--- config.mk ---
export PLATFORM = sky130hd
export DESIGN_NAME = shift_rotate_unit
export DESIGN_NICKNAME = d
export VERILOG_FILES = /design/src/rtl/shift_pkg.sv /design/src/rtl/shift_rotate_unit_step.sv /design/src/rtl/shift_rotate_unit.sv
export SDC_FILE = /design/constraint.sdc
export NUM_CORES = 1
export LEC_CHECK = 0
export ABC_AREA = 1
export BUFFER_PORTS_ARGS = -buffer_cell sky130_fd_sc_hd__buf_2
export CAP_MARGIN = 20
export CORE_UTILIZATION = 55
export CTS_CLUSTER_SIZE = 40
export DETAILED_ROUTE_END_ITERATION = 6
export GPL_TIMING_DRIVEN = 1
export PLACE_DENSITY = 0.83
export SYNTH_ARGS = -nofsm -noshare
export SYNTH_HDL_FRONTEND = slang
export SYNTH_SLANG_ARGS = --single-unit
--- constraint.sdc ---
create_clock -name clock -period 2.75 [get_ports clock]
set_input_delay 0.275 -clock clock [delete_from_list [all_inputs] [get_ports clock]]
set_output_delay 0.275 -clock clock [all_outputs]
set_load 0.05 [all_outputs]
--- src/rtl/shift_pkg.sv ---
// Shared definitions for the iterative shift/rotate unit:
// op codes, FSM state enum and the count-width helper.
package shift_pkg;

    localparam logic [2:0] OP_SHL  = 3'd0;
    localparam logic [2:0] OP_SHR  = 3'd1;
    localparam logic [2:0] OP_SHRA = 3'd2;
    localparam logic [2:0] OP_ROL  = 3'd3;
    localparam logic [2:0] OP_ROR  = 3'd4;

    typedef enum logic [1:0] {
        IDLE = 2'd0,
        RUN  = 2'd1,
        DONE = 2'd2
    } state_e;

    // Bits needed to hold 0..w inclusive.
    function automatic int cnt_w(input int w);
        return $clog2(w + 1);
    endfunction

endpackage

--- src/rtl/shift_rotate_unit_step.sv ---
// Combinational single step: shifts/rotates val_i by k_i (<= STEP) bits.
// Ports: val_i, op_i, k_i in; res_o (new value), cout_o (last bit out) out.
import shift_pkg::*;

module shift_step #(
    parameter int WIDTH = 32,
    parameter int CW    = 6
) (
    input  logic [WIDTH-1:0] val_i,
    input  logic [2:0]       op_i,
    input  logic [CW-1:0]    k_i,
    output logic [WIDTH-1:0] res_o,
    output logic             cout_o
);

    // One extra bit on the exit side catches the last bit shifted out;
    // with k_i == 0 that bit is the zero pad, so carry is 0.
    logic [WIDTH:0]   l_ext;
    logic [WIDTH:0]   r_ext;
    logic [WIDTH:0]   a_ext;
    logic [WIDTH-1:0] rol_v;
    logic [WIDTH-1:0] ror_v;
    int               sh;

    always_comb begin
        sh     = int'(k_i);
        l_ext  = {1'b0, val_i} << k_i;
        r_ext  = {val_i, 1'b0} >> k_i;
        a_ext  = $signed({val_i, 1'b0}) >>> k_i;
        rol_v  = (val_i << k_i) | (val_i >> (WIDTH - sh));
        ror_v  = (val_i >> k_i) | (val_i << (WIDTH - sh));
        if (k_i == '0) begin
            rol_v = val_i;
            ror_v = val_i;
        end
        res_o  = val_i;
        cout_o = 1'b0;
        case (op_i)
            OP_SHL: begin
                res_o  = l_ext[WIDTH-1:0];
                cout_o = l_ext[WIDTH];
            end
            OP_SHR: begin
                res_o  = r_ext[WIDTH:1];
                cout_o = r_ext[0];
            end
            OP_SHRA: begin
                res_o  = a_ext[WIDTH:1];
                cout_o = a_ext[0];
            end
            OP_ROL: begin
                res_o  = rol_v;
                cout_o = l_ext[WIDTH];
            end
            OP_ROR: begin
                res_o  = ror_v;
                cout_o = r_ext[0];
            end
            default: begin
                res_o  = val_i;
                cout_o = 1'b0;
            end
        endcase
    end

endmodule

--- src/rtl/shift_rotate_unit.sv ---
// Iterative shift/rotate engine: accept on start, shift up to STEP bits per cycle.
// Ports: clock, clear (async low), start, op, a, b in; busy, done, result, carry out.
import shift_pkg::*;

module shift_rotate_unit #(
    parameter int WIDTH = 32,
    parameter int STEP  = 1
) (
    input  logic             clock,
    input  logic             clear,
    input  logic             start,
    input  logic [2:0]       op,
    input  logic [WIDTH-1:0] a,
    input  logic [WIDTH-1:0] b,
    output logic             busy,
    output logic             done,
    output logic [WIDTH-1:0] result,
    output logic             carry
);

    localparam int CW = cnt_w(WIDTH);
    localparam int LW = $clog2(WIDTH);

    state_e           state_q;
    logic [WIDTH-1:0] acc_q;
    logic [CW-1:0]    cnt_q;
    logic [2:0]       op_q;
    logic             carry_q;
    logic             busy_q;
    logic             done_q;

    logic [CW-1:0]    amt_d;
    logic [CW-1:0]    k_d;
    logic [CW-1:0]    cnt_d;
    logic [WIDTH-1:0] acc_d;
    logic             carry_d;

    // Shifts saturate at WIDTH using the full b; rotates wrap mod WIDTH.
    always_comb begin
        amt_d = '0;
        case (op)
            OP_SHL, OP_SHR, OP_SHRA:
                amt_d = (b >= WIDTH'(WIDTH)) ? CW'(WIDTH) : b[CW-1:0];
            OP_ROL, OP_ROR:
                amt_d = CW'(b[LW-1:0]);
            default:
                amt_d = '0;
        endcase
    end

    always_comb begin
        k_d   = (cnt_q > CW'(STEP)) ? CW'(STEP) : cnt_q;
        cnt_d = cnt_q - k_d;
    end

    shift_step #(
        .WIDTH (WIDTH),
        .CW    (CW)
    ) u_step (
        .val_i  (acc_q),
        .op_i   (op_q),
        .k_i    (k_d),
        .res_o  (acc_d),
        .cout_o (carry_d)
    );

    always_ff @(posedge clock or negedge clear) begin
        if (!clear) begin
            state_q <= IDLE;
            acc_q   <= '0;
            cnt_q   <= '0;
            op_q    <= '0;
            carry_q <= 1'b0;
            busy_q  <= 1'b0;
            done_q  <= 1'b0;
        end else begin
            unique case (state_q)
                IDLE, DONE: begin
                    done_q <= 1'b0;
                    busy_q <= 1'b0;
                    state_q <= IDLE;
                    if (start) begin
                        acc_q   <= a;
                        cnt_q   <= amt_d;
                        op_q    <= op;
                        carry_q <= 1'b0;
                        if (amt_d == '0) begin
                            state_q <= DONE;
                            done_q  <= 1'b1;
                        end else begin
                            state_q <= RUN;
                            busy_q  <= 1'b1;
                        end
                    end
                end
                RUN: begin
                    acc_q   <= acc_d;
                    carry_q <= carry_d;
                    cnt_q   <= cnt_d;
                    if (cnt_d == '0) begin
                        state_q <= DONE;
                        busy_q  <= 1'b0;
                        done_q  <= 1'b1;
                    end
                end
                default: begin
                    state_q <= IDLE;
                    busy_q  <= 1'b0;
                    done_q  <= 1'b0;
                end
            endcase
        end
    end

    assign busy   = busy_q;
    assign done   = done_q;
    assign result = acc_q;
    assign carry  = carry_q;

endmodule
==> flow_summary_export.csv <==
group,metric,value,unit
setup_path,regToRegStartpoint,"cnt_q[1]",
min_path,hold_path_class,"primary input to flop",
sta,slew_violations,0,
setup_path,worst_path_dominant_cell_family,"buffers and inverters",
yosys,synth_edf_count,0,
setup_path,critPathArrivalTime,2.52,ns
clock_tree,cts_max_level,2,
min_path,hold_depth,3,
yosys,seq_area_frac_synth,25.6,%
routing,wl_per_cell,16.0,µm
setup_path,critical_path.max_stage_delay,0.49,ns
global_routing,grtUsageTotal,36.3,%
setup_path,cp_common_cell,"inv_2",
global_routing,grt_pass1_wl,24100,µm
yosys,yosys.cell_types.count,45,
sta,timing.hold.ws,0.185,ns
setup_path,worstPathCellList,"nor2_4 -> nand3_2 -> inv_2 -> ha_1 -> o211ai_1 -> nand2_1 -> inv_2 -> o21ai_0 -> o22ai_1",
setup_path,cp-end-kind,"flop",
status,outcome,"finished clean",
setup_path,critical_path_peak_fanout,35,
min_path,worst_hold_startpoint,"a[25]",
yosys,synth.net_count,785,
sta,fmax,436,MHz
cells_and_area,fillCellCount,705,
clock_tree,cts_tree,"done",
placed_design,place_hpwl,10500,µm
routing,drt_pass1_iterations,5,
cells_and_area,fin_nets,874,
sta,period_share,83.3,%
routing,routed_wl,14500,µm
routing,routed_via_density,5.90,
routing,drc,0,
clock_tree,cts.path.max_buffers,2,
setup_path,worstSetupStartpointType,"flop",
sta,skew,0.00901,ns
sta,tns,0,ns
global_routing,gr-total-overflow,0,
setup_path,rr_worst_depth,9,
global_routing,grt_pass1_vias,4966,
sta,worstMarginPinSlew,0.731,ns
global_routing,grt_max_degree,74,
sta,setup_viol,0,
cells_and_area,drive_above_1_share,20.7,%
floorplan,dieHeight,90.5,µm
setup_path,cp.buffers_inverters,2,
floorplan,pin_count,105,
yosys,ys_ff_latch,44,
routing,drt-initial-drc-count,573,
sta,post-route-min-period,2.29,ns
yosys,synth_area_per_cell,6.04,µm²
placed_design,numPortBuffers,104,
routing,route.antenna.remaining_nets,0,
yosys,yosysWarnings,0,
floorplan,die_w,90.5,µm
clock_tree,clk_transition_reported_paths,0.09,ns
clock_tree,post_cts_buffers,0,
yosys,ys.flop_type,"dfrtp_1",
clock_tree,clockRootBuffer,"clkbuf_8",
yosys,syn_area,0.00431,mm²
yosys,netlist_instances,713,
cells_and_area,diodes,0,
run,cap_violations,0,
setup_path,critPathKind,"flop to flop",
floorplan,initial_utilization,58.1,%
floorplan,rows,31,
global_routing,antenna_found_initial,0,
placed_design,gp_congestion,0.954,
routing,vias,5325,
cells_and_area,design_area,0.00499,mm²
floorplan,dieArea,0.00819,mm²
setup_path,slowest_stage,"inv_2",
clock_tree,clock_sinks,44,
setup_path,regToRegEndpoint,"result[14]",
cells_and_area,area_growth,15.8,%
floorplan,coreArea,0.00741,mm²
clock_tree,clk_latency,0.31,ns
sta,timing.slew.headroom,51.2,%
min_path,min_to,"result[25]",
setup_path,cp.required,2.98,ns
setup_path,r2r_slack,0.46,ns
placed_design,place_area,0.00486,mm²
sta,finalHoldViolations,0,
yosys,synth-async-reset-ratio,100,%
sta,rsz0062_at_grt,"no",
clock_tree,cts_made_buffers,5,
Yosys cell counts (4+ instances only):
cell type | number | area share, %
clkbuf_1 | 15 | 1.3
nor2_1 | 73 | 6.4
buf_2 | 13 | 1.5
buf_6 | 7 | 1.8
o211ai_1 | 19 | 3.3
inv_1 | 56 | 4.9
nand4_1 | 12 | 1.7
nor2_2 | 4 | 0.58
o21ai_1 | 42 | 4.9
o21ai_2 | 11 | 2.2
dfrtp_1 | 44 | 26
a21oi_1 | 38 | 4.4
nor4_1 | 4 | 0.58
nand2_2 | 11 | 1.6
nand3_1 | 64 | 7.4
o21ai_0 | 40 | 4.6
nand2_1 | 208 | 18
o2111ai_1 | 6 | 1.2
o22ai_1 | 5 | 0.73
cell type report:
class                           instances  area, µm²  area share (%)
Inverter                               61        231            4.64
Sequential cell                        44       1100            22.1
Tap cell                               99        124            2.48
Timing Repair Buffer                  123        698            14.0
Clock buffer                            8       90.1            1.81
Multi-Input combinational cell        567       2740            55.0
layout by cell type (no fill, tap or decap), types with 6 or more instances in the layout:
| master | n |
|---|---|
| a21oi_1 | 38 |
| buf_2 | 104 |
| buf_4 | 16 |
| clkbuf_8 | 6 |
| dfrtp_1 | 44 |
| inv_1 | 56 |
| nand2_1 | 208 |
| nand2_2 | 11 |
| nand3_1 | 64 |
| nand4_1 | 12 |
| nor2_1 | 73 |
| o2111ai_1 | 6 |
| o211ai_1 | 19 |
| o21ai_0 | 40 |
| o21ai_1 | 42 |
| o21ai_2 | 11 |
registers in the layout, summed over array words and instances, names as in the netlist:
name,cells
carry,1
op_q,3
result,32
cnt_q,6
state_q,2
how the worst max path moves through the flow:
stage,depth (start not counted),end,from,slack [ns]
2_1_floorplan,14,result[15],cnt_q[2],0.28
3_3_place_gp,11,result[16],cnt_q[2],0.60
3_5_place_dp,9,result[23],cnt_q[2],0.52
4_1_cts,9,result[14],cnt_q[1],0.51
5_1_grt,12,result[21],cnt_q[2],0.26
6_report,9,result[14],cnt_q[1],0.46
metrics by stage:
stage | cells | worst slack, ns | util (%)
floorplan | 713 | 0.284 | -
global placement | 892 | 0.597 | 65.6
detailed placement | 892 | 0.521 | 65.6
CTS | 900 | 0.508 | 66.8
global route | 902 | 0.261 | 67.3
finish | 902 | 0.459 | 67.3
repair_timing:
action	4_1_cts	5_1_grt
hold endpoints to repair	0	21
hold buffers	0	1
resized for setup	0	0
worst register-to-register path: stages (launching register included):
cell and delay (ns):
dfrtp_1 0.46, nor2_4 0.09, nand3_2 0.11, inv_2 0.05, ha_1 0.33, o211ai_1 0.15, nand2_1 0.11, inv_2 0.50
o21ai_0 0.25, o22ai_1 0.17
layer usage:
| metal | share of wire, % | routed length (µm) | global-route usage, % | vias to the layer above |
|---|---|---|---|---|
| met2 | 46 | 6630 | 58.6 | 342 |
| met5 | 0 | 0 | 0 | - |
| met4 | 4.1 | 595 | 17.1 | 0 |
| li1 | - | - | - | 2560 |
| met1 | 41 | 5980 | 47.8 | 2373 |
| met3 | 8.6 | 1250 | 4.97 | 50 |
cells by family after synthesis:
logic type,after synthesis,share of synthesized area (%)
DFF,44,25.6
AOI/OAI and AO/OA,171,23.4
and+or+nand+nor,391,39.1
buffers and inverters,102,10.9
adders and majority gates,2,0.581
xor gates and xnor gates,2,0.407
other,1,0.0870
Power is not shown: default switching activity piles up to over one toggle a cycle in this logic, so the estimate is an artifact.
